`config.mk`:
```
export PLATFORM = sky130hd
export DESIGN_NAME = lpc_io_periph
export DESIGN_NICKNAME = d
export VERILOG_FILES = /design/src/rtl/lpc_io_periph.sv
export SDC_FILE = /design/constraint.sdc
export NUM_CORES = 1
export LEC_CHECK = 0
export ABC_CLOCK_PERIOD_IN_PS = 3500
export BUFFER_PORTS_ARGS = -buffer_cell sky130_fd_sc_hd__buf_2
export CORE_MARGIN = 3
export CORE_UTILIZATION = 58
export CTS_CLUSTER_DIAMETER = 80
export DETAILED_ROUTE_END_ITERATION = 6
export PLACE_DENSITY = 0.82
export SLEW_MARGIN = 20
export SYNTH_ARGS = -nofsm -noshare
export SYNTH_HDL_FRONTEND = slang
export SYNTH_SLANG_ARGS = --single-unit
export TNS_END_PERCENT = 50
```
`constraint.sdc`:
```
create_clock -name clk_i -period 3.5 [get_ports clk_i]
set_input_delay 0.7 -clock clk_i [delete_from_list [all_inputs] [get_ports clk_i]]
set_output_delay 0.7 -clock clk_i [all_outputs]
set_load 0.02 [all_outputs]
```
`src/rtl/lpc_io_periph.sv`:
```
// LPC I/O-cycle peripheral: decodes host I/O read/write cycles against a
// maskable address window and forwards hits to a local register block over a
// request/ready handshake, inserting long-wait SYNCs and an error SYNC on timeout.
//
// Ports:
//   clk_i, nrst_i        LPC clock, async active-low reset
//   lframe_i, lad_i      LFRAME# and LAD sampled from the pins
//   lad_o, lad_oe_o      LAD drive value and active-high output enable
//   addr_o, wdata_o      latched cycle address and write data
//   wr_o, rd_o           one-clock request pulses to the local side
//   rdata_i, ready_i     local read data and completion
//   err_o                one-clock pulse when error SYNC is issued
//   state_o              current FSM state (debug)
module lpc_io_periph #(
   parameter logic [15:0] BASE_ADDR = 16'h0080,
   parameter logic [15:0] ADDR_MASK = 16'hFFFF,
   parameter int unsigned MAX_WAIT  = 8
) (
   input  logic        clk_i,
   input  logic        nrst_i,
   input  logic        lframe_i,
   input  logic [3:0]  lad_i,
   output logic [3:0]  lad_o,
   output logic        lad_oe_o,
   output logic [15:0] addr_o,
   output logic [7:0]  wdata_o,
   output logic        wr_o,
   output logic        rd_o,
   input  logic [7:0]  rdata_i,
   input  logic        ready_i,
   output logic        err_o,
   output logic [4:0]  state_o
);

   localparam int unsigned CNT_W = 8;
   localparam logic [CNT_W-1:0] CNT_MAX = CNT_W'(MAX_WAIT);

   localparam logic [4:0] IDLE      = 5'd0;
   localparam logic [4:0] START     = 5'd1;
   localparam logic [4:0] CYC       = 5'd2;
   localparam logic [4:0] ADDR0     = 5'd3;
   localparam logic [4:0] ADDR1     = 5'd4;
   localparam logic [4:0] ADDR2     = 5'd5;
   localparam logic [4:0] ADDR3     = 5'd6;
   localparam logic [4:0] WDATA_L   = 5'd7;
   localparam logic [4:0] WDATA_H   = 5'd8;
   localparam logic [4:0] TAR1      = 5'd9;
   localparam logic [4:0] TAR2      = 5'd10;
   localparam logic [4:0] SYNC_WAIT = 5'd11;
   localparam logic [4:0] SYNC_OK   = 5'd12;
   localparam logic [4:0] SYNC_ERR  = 5'd13;
   localparam logic [4:0] RDATA_L   = 5'd14;
   localparam logic [4:0] RDATA_H   = 5'd15;
   localparam logic [4:0] PTAR1     = 5'd16;
   localparam logic [4:0] PTAR2     = 5'd17;

   logic [4:0]       state;
   logic [4:0]       state_nxt;
   logic             is_wr;
   logic             hit;
   logic             hit_now;
   logic             abort;
   logic [CNT_W-1:0] cnt;
   logic [7:0]       rlatch;

   assign state_o = state;

   // State register
   always_ff @(posedge clk_i or negedge nrst_i) begin
      if (!nrst_i) state <= IDLE;
      else         state <= state_nxt;
   end

   // Next state and LAD drive decode
   always_comb begin
      state_nxt = state;
      lad_oe_o  = 1'b1;
      lad_o     = 4'hF;
      abort     = !lframe_i && (state != IDLE) && (state != START);
      // Address compare uses the nibble arriving in ADDR3 as the low bits
      hit_now   = (({addr_o[15:4], lad_i} & ADDR_MASK) == (BASE_ADDR & ADDR_MASK));

      if (abort) begin
         state_nxt = (lad_i == 4'h0) ? START : IDLE;
      end else begin
         case (state)
            IDLE:      if (!lframe_i && lad_i == 4'h0) state_nxt = START;
            START: begin
               if (!lframe_i)                            state_nxt = (lad_i == 4'h0) ? START : IDLE;
               else if (lad_i == 4'h0 || lad_i == 4'h2) state_nxt = ADDR0;
               else                                      state_nxt = IDLE;
            end
            CYC:       state_nxt = IDLE;
            ADDR0:     state_nxt = ADDR1;
            ADDR1:     state_nxt = ADDR2;
            ADDR2:     state_nxt = ADDR3;
            ADDR3: begin
               if (is_wr)        state_nxt = WDATA_L;
               else if (hit_now) state_nxt = TAR1;
               else              state_nxt = IDLE;
            end
            WDATA_L:   state_nxt = WDATA_H;
            WDATA_H:   state_nxt = hit ? TAR1 : IDLE;
            TAR1:      state_nxt = TAR2;
            TAR2:      state_nxt = ready_i ? SYNC_OK : SYNC_WAIT;
            SYNC_WAIT: begin
               if (ready_i)             state_nxt = SYNC_OK;
               else if (cnt == CNT_MAX) state_nxt = SYNC_ERR;
            end
            SYNC_OK,
            SYNC_ERR:  state_nxt = is_wr ? PTAR1 : RDATA_L;
            RDATA_L:   state_nxt = RDATA_H;
            RDATA_H:   state_nxt = PTAR1;
            PTAR1:     state_nxt = PTAR2;
            PTAR2:     state_nxt = IDLE;
            default:   state_nxt = IDLE;
         endcase
      end

      case (state)
         SYNC_WAIT: lad_o = 4'h6;
         SYNC_OK:   lad_o = 4'h0;
         SYNC_ERR:  lad_o = 4'hA;
         RDATA_L:   lad_o = rlatch[3:0];
         RDATA_H:   lad_o = rlatch[7:4];
         PTAR1:     lad_o = 4'hF;
         default:   lad_oe_o = 1'b0;
      endcase
   end

   // Cycle latches, wait counter and request/error pulses
   always_ff @(posedge clk_i or negedge nrst_i) begin
      if (!nrst_i) begin
         is_wr   <= 1'b0;
         hit     <= 1'b0;
         addr_o  <= 16'h0000;
         wdata_o <= 8'h00;
         cnt     <= '0;
         rlatch  <= 8'h00;
         wr_o    <= 1'b0;
         rd_o    <= 1'b0;
         err_o   <= 1'b0;
      end else begin
         // Pulses are keyed on the next state so an abort suppresses them
         wr_o  <= (state_nxt == TAR1) && is_wr;
         rd_o  <= (state_nxt == TAR1) && !is_wr;
         err_o <= (state_nxt == SYNC_ERR);

         if (state == START && lframe_i) is_wr <= (lad_i == 4'h2);

         if (!abort) begin
            case (state)
               ADDR0:   addr_o[15:12] <= lad_i;
               ADDR1:   addr_o[11:8]  <= lad_i;
               ADDR2:   addr_o[7:4]   <= lad_i;
               ADDR3: begin
                  addr_o[3:0] <= lad_i;
                  hit         <= hit_now;
               end
               WDATA_L: wdata_o[3:0] <= lad_i;
               WDATA_H: wdata_o[7:4] <= lad_i;
               default: ;
            endcase
         end

         // Counter starts at 1 for the first long-wait nibble and saturates
         if (state == TAR2)
            cnt <= (state_nxt == SYNC_WAIT) ? CNT_W'(1) : '0;
         else if (state == SYNC_WAIT && state_nxt == SYNC_WAIT && cnt != CNT_MAX)
            cnt <= cnt + CNT_W'(1);

         if ((state == TAR2 || state == SYNC_WAIT) && state_nxt == SYNC_OK)
            rlatch <= rdata_i;
         else if (state_nxt == SYNC_ERR)
            rlatch <= 8'hFF;
      end
   end

endmodule

```
==> impl_results.md, run 1 <==
* CTS Buf Count at 5
* Setup violators final at 0
* Root Buffer: clkbuf_8
* Pleak at 1.52 nW
* CTS HTree Levels at 2
* DR vias/cell at about 6.0
* Final ANT Viol Nets at 0
* Mapped Cells at ~260
* Final core occ at between 70% and 80%
* Initial Util at between 60% and 70%
* Final hold violations at 0
* Number of nets in the layout at 327
* Synth cell count leaders: dfrtp_1, mux2_2, nand2_1, nor2_1, o21ai_0
* Post-Route Skew at 7.10 ps
* Synthesized Nets at between 200 and 300
* Worst endpoint required time at ~2800 ps
* CP bufs+invs at 1
* Ant diodes at 0
* Core area at 4470 um2
* Family with the most delay on the worst path: flip-flops
* Area leader, netlist: dfrtp_1
* CTS max path bufs at 2
* Power Dens Cells at between 300 and 400 nW/um2
* Die height at 74.9 um
* Max_slew headroom at 48.0%
* Worst Setup Start Kind: flop
* Max IR drop VDD at about 0.22 mV
* Sequential area share after synthesis at approximately 45%
* Rows at 24
* Drt first pass iters at 4
* Top cells by area, synth: dfrtp_1, mux2_2, nand2_1
* Top-count cell post-synth: dfrtp_1
* CP max-delay cell: dfrtp_1
* Top FF cell, synth: dfrtp_1
* Hold WC Path Type: in2async
* Post-CTS Hold Fix Bufs at 0
* Outcome: complete, no violations
* Final TNS setup at 0 ps
* WL/cell at approximately 17 um
* Number of global-route vias before repair at between 2,000 and 2,500
* CP peak stage delay at about 850 ps
* Share of Yosys cell area claimed by the top area cell type at between 40% and 50%
* Pin count of the biggest net entering global routing at between 50 and 60
* DP HPWL at approximately 4300 um
* CTS tree: done
* Max cap viols at 0
* Worst-path cell chain: nand3_1 -> o21ai_0 -> a32oi_1 -> buf_2
* WP data arrival at just over 2000 ps
* Max frequency at roughly 360 MHz
* DRT iter0 DRCs at slightly above 200
* Cell Area, Synth at between 2000 and 3000 um2
* Initial antenna violation count at 0
* CTS clock-pin slew for the worst setup and hold paths at approximately 90 ps
* Crit Path Class: reg2out
* Fin Hold WS at around 400 ps
* Tightest Pin Transition at just under 800 ps
* Share of cells above drive strength 1 at a little over a third
* Vias at between 2,000 and 2,500
* CTS resizes at 0
* Fin. max-slew vios at 0
* Final GP Congestion at 0.847
* Flops & latches, synth at 50
* Post-synth cell types at 56
* DRC at 0
* Ports at 53
* EDFF count, synth at 0
* Crit-path max FO at 25
* Async set-reset flop share out of synthesis at 100%
* Post-place setup slack at 774 ps
* Clk_lat worst skew at 310 ps
* Syn avg cell area at 10.7 um2
* CTS sink count at 50
* P&R area growth vs syn at 14.1%
* Final Critical Period at about 2800 ps
* First-pass GRT wire length at around 10000 um
* Die area at ~5600 um2
* Post-CTS setup buffers at 0
* RSZ-0062 raised after global routing: false
* Die width at 74.9 um
* Synthesis Warnings at 0
* Period utilization at between 70 and 80%
* Crit end category: output pin
* Overflow after GRT at 0
* GRT Overall Usage at between 20% and 30%
* Number of port buffers at between 50 and 60
* Final setup margin at 749 ps
* Final WL at around 6100 um
power breakdown:
group / switching [W] / leakage (nW) / internal, W
registers: 0.00000404 / 0.688 / 0.000580
logic: 0.0000313 / 0.778 / 0.0000148
clock network: 0.000192 / 0.0514 / 0.000213
total: 0.000228 / 1.52 / 0.000808
layer usage:
layer | part of all wire (%) | wire length [um] | global-route usage, % | vias up
met5 | 0 | 0 | 0 | -
met4 | 1.2 | 71 | 8.10 | 0
met1 | 46 | 2780 | 32.4 | 1052
met2 | 47 | 2870 | 36.3 | 62
met3 | 5.7 | 344 | 4.27 | 5
li1 | - | - | - | 1043
worst reg2reg max path, cell delays in order, from the launching register on:
cell and delay (ps):
dfrtp_1 690, nor2b_2 350, nand3_1 320, o221ai_1 490
nor2_1 90, nor4b_1 460, mux2i_1 230
logic make-up (layout without fill, tap and decap cells):
kind of cell,after synthesis,after routing,synth area share (%)
buffers and inverters,18,70,3.68
adders and majority gates,2,2,0.909
muxes,38,38,15.3
DFF,50,50,45.5
xor gates and xnor gates,2,2,0.636
AOI/OAI and AO/OA,41,41,10.3
and+or+nand+nor,107,107,23.7
path summary, 6_finish.rpt:
path,from,end,slack [ps],depth (start not counted)
worst min register to register,rlatch[0]$_DFFE_PN0P_,rlatch[0]$_DFFE_PN0P_,510,1
worst min-delay path,nrst_i,cnt[7]$_DFFE_PN0P_,410,1
min in group clk_i,rlatch[0]$_DFFE_PN0P_,rlatch[0]$_DFFE_PN0P_,510,1
max in group asynchronous,nrst_i,rlatch[7]$_DFFE_PN0P_,2670,1
worst max-delay path,state_o[3]$_DFF_PN0_,lad_o[0],750,4
worst max register to register,state_o[1]$_DFF_PN0_,cnt[0]$_DFFE_PN0P_,800,6
placed cells by master, fill, tap and decap left out, types with 3 or more instances in the layout:
| cell | n |
|---|---|
| a21boi_0 | 3 |
| a21oi_1 | 4 |
| and2_1 | 5 |
| and3_1 | 3 |
| buf_2 | 51 |
| buf_4 | 5 |
| clkbuf_8 | 5 |
| dfrtp_1 | 50 |
| inv_1 | 6 |
| mux2_2 | 33 |
| mux2i_1 | 5 |
| nand2_1 | 25 |
| nand3_1 | 10 |
| nand4_1 | 3 |
| nand4b_1 | 3 |
| nor2_1 | 14 |
| nor2b_1 | 6 |
| nor3_1 | 4 |
| nor3b_1 | 5 |
| nor4_1 | 5 |
| o211ai_1 | 4 |
| o21ai_0 | 14 |
| or3_1 | 3 |
sequential cells by signal, summed over array words and instances, names as in the netlist:
| name | flops |
|---|---|
| addr_o | 16 |
| cnt | 8 |
| rlatch | 8 |
| wdata_o | 8 |
| state_o | 5 |
| err_o | 1 |
| hit | 1 |
| is_wr | 1 |
| rd_o | 1 |
| wr_o | 1 |
through the flow:
stage	area, um2	instances	total power [W]
final	3140	362	0.00104
after global routing	3140	362	0.00107
after CTS	3140	362	0.00105
after detailed placement	3030	354	0.000642
after global placement	3030	354	0.000640
after floorplan	2750	258	0.000610
final cells by class:
class                           instances  area (um2)
Inverter                                6        22.5
Timing Repair Buffer                   56         293
Fill cell                             326        1330
Tap cell                               52        65.1
Clock inverter                          2        37.5
Clock buffer                            6        72.6
Multi-Input combinational cell        190        1400
Sequential cell                        50        1250
Power figures use the tool's default switching activity.
==> run 2, diff against run 1 <==
ABC_CLOCK_PERIOD_IN_PS = 2280   (was 3500)
CORE_UTILIZATION = 50   (was 58)
PLACE_DENSITY = 0.75   (was 0.82)
clock period = 2.28 ns   (was 3.5 ns; I/O delays follow)
==> impl_results.md, run 2 (synthesis gave the netlist of run 1 again) <==
* Number of port buffers at 52 (unchanged)
* CTS HTree Levels at 2 (unchanged)
* DR vias/cell at 5.62 (-5.9%)
* Core area at 5200 um2 (+16%)
* Root Buffer: clkbuf_8
* Fin Hold WS at 131 ps (-275 ps)
* Crit path launch: addr_o[11]$_DFFE_PN0P_
* Overflow after GRT at 0 (unchanged)
* Period utilization at 98.8%
* Post-Route Skew at 7.38 ps (+0.277 ps)
* Initial Util at 52.9% (-8.6 points)
* CTS sink count at 50 (unchanged)
* GRT Overall Usage at 22.2% (-0.95 points)
* CTS tree: done
* Power Dens Cells at 449 nW/um2 (+36%)
* Vias at 2,394 (+11%)
* Die height at 80.2 um (+7.1%)
* Ant diodes at 0 (unchanged)
* Max cap viols at 0 (unchanged)
* Inst Count DP at 416 (+18%)
* Max frequency at between 400 and 500 MHz
* Worst Setup Start Kind: flop
* Number of nets in the layout at 373 (+14%)
* Die area at 6430 um2 (+15%)
* Clk_lat worst skew at 300 ps (about the same)
* Final WL at 6720 um (+11%)
* CP peak stage delay at 410 ps (-440 ps)
* P&R area growth vs syn at 31.0%
* WL/cell at 15.8 um (-6.0%)
* Pleak at 1.77 nW (+17%)
* Worst endpoint required time at 2470 ps (-330 ps)
* Total power draw at 0.00162 W (+56%)
* Share of cells above drive strength 1 at 46.9% (+12 points)
* R2r setup slk at 30 ps (-770 ps)
* CP bufs+invs at 3 (+2)
* Final Critical Period at 2250 ps
* Max reg flops at 16 (unchanged)
* DP HPWL at 5060 um (+17%)
* Largest Register: addr_o
* WP data arrival at 2440 ps (+390 ps)
* Final instance area at 3610 um2 (+15%)
* Max_slew headroom at 62.5% (+15 points)
* Setup violators final at 0 (unchanged)
* CP max-delay cell: dfrtp_1
* Die width at 80.2 um (+7.1%)
* Number of global-route vias before repair at 2,356 (+14%)
* Initial antenna violation count at 0 (unchanged)
* Worst-path cell chain: nor4b_2 -> buf_4 -> nand4_1 -> buf_4 -> nor3_4 -> o21ai_2 -> nor3b_4 -> buf_12 -> mux2_2
* Most numerous cell on the critical path: buf_4
* Crit end category: flop
* DRC at 0 (unchanged)
* Hold WC Path Type: in2async
* Tightest Pin Transition at 562 ps (-218 ps)
* Crit Path Class: reg2reg
* Crit-path max FO at 8 (-68%)
* Fin. max-slew vios at 0 (unchanged)
* Pin count of the biggest net entering global routing at 26 (-49%)
* Fin cells at 426 (+18%)
* Final GP Congestion at 0.879 (+3.7%)
* Ports at 53 (unchanged)
* First-pass GRT wire length at 11,200 um (+13%)
* Reg-to-reg startpoint: addr_o[11]$_DFFE_PN0P_
* CTS Buf Count at 5 (unchanged)
* Final core occ at 69.3% (-0.94 points)
* Commonest non-fill, non-tap cell in the layout: buf_2
* Rows at 26 (+8.3%)
* Drt first pass iters at 4 (unchanged)
* Final ANT Viol Nets at 0 (unchanged)
* Most frequent cells in the layout: buf_2, dfrtp_1, buf_4, mux2_2, nand2_1
* RSZ-0062 raised after global routing: true
* CTS max path bufs at 2 (unchanged)
* Max IR drop VDD at 0.304 mV (+41%)
* CTS clock-pin slew for the worst setup and hold paths at 90 ps (about the same)
* Placed instance area at 3420 um2 (+13%)
* Family with the most delay on the worst path: simple AND/OR/NAND/NOR gates
* DRT iter0 DRCs at 96 (-53%)
* Outcome: complete, no violations
* Final hold violations at 0 (unchanged)
==> run 2: changes by cell type in the layout (fill, tap and decap cells not counted), moves of 3 or more <==
cell      delta
a21boi_0     -3
buf_12       +3
buf_4       +40
buf_6        +3
==> run 2: repair_timing <==
item | in CTS | in global routing
pin swaps | 0 | 10
buffers inserted | 0 | 2
gates resized for setup | 2 | 18
hold buffers | 0 | 0
setup endpoints to repair | 6 | 18
==> run 2: through the flow <==
step	setup slack, ps	TNS (ps)
CTS	-14.1	-16.1
global placement	-142	-345
global route	-120	-1230
floorplan	87.1	0
finish	28.2	0
detailed placement	-215	-1600
==> run 2: power by group <==
| group | switching, W | total (W) | internal [W] |
|---|---|---|---|
| clock | 0.000302 | 0.000631 | 0.000329 |
| sequential | 0.00000479 | 0.000895 | 0.000890 |
| combinational | 0.0000554 | 0.0000921 | 0.0000368 |
| total | 0.000362 | 0.00162 | 0.00126 |
==> run 2: worst paths after layout <==
check | cells after the start | end
min in group clk_i | 2 | wdata_o[3]$_DFFE_PN0P_
max in group asynchronous | 2 | state_o[1]$_DFF_PN0_
hold / removal | 1 | addr_o[11]$_DFFE_PN0P_
hold reg to reg | 1 | rlatch[5]$_DFFE_PN0P_
setup reg to reg | 9 | rlatch[3]$_DFFE_PN0P_
setup / recovery | 9 | rlatch[3]$_DFFE_PN0P_
==> run 2: per-layer routing <==
| metal | share of wire [%] | vias up | track usage (%) |
|---|---|---|---|
| met2 | 48 | 68 | 37.5 |
| met1 | 46 | 1178 | 28.9 |
| li1 | - | 1139 | - |
| met3 | 4.6 | 9 | 3.92 |
| met5 | 0 | - | 0 |
| met4 | 1.6 | 0 | 6.93 |
==> run 2: cell type report <==
class,instances,area [um2]
clock inverter,3,43.8
inverter,6,22.5
fill,408,1600
sequential,50,1250
multi-input combinational,190,1440
clock buffer,5,68.8
timing repair buffer,102,687
tap,70,87.6
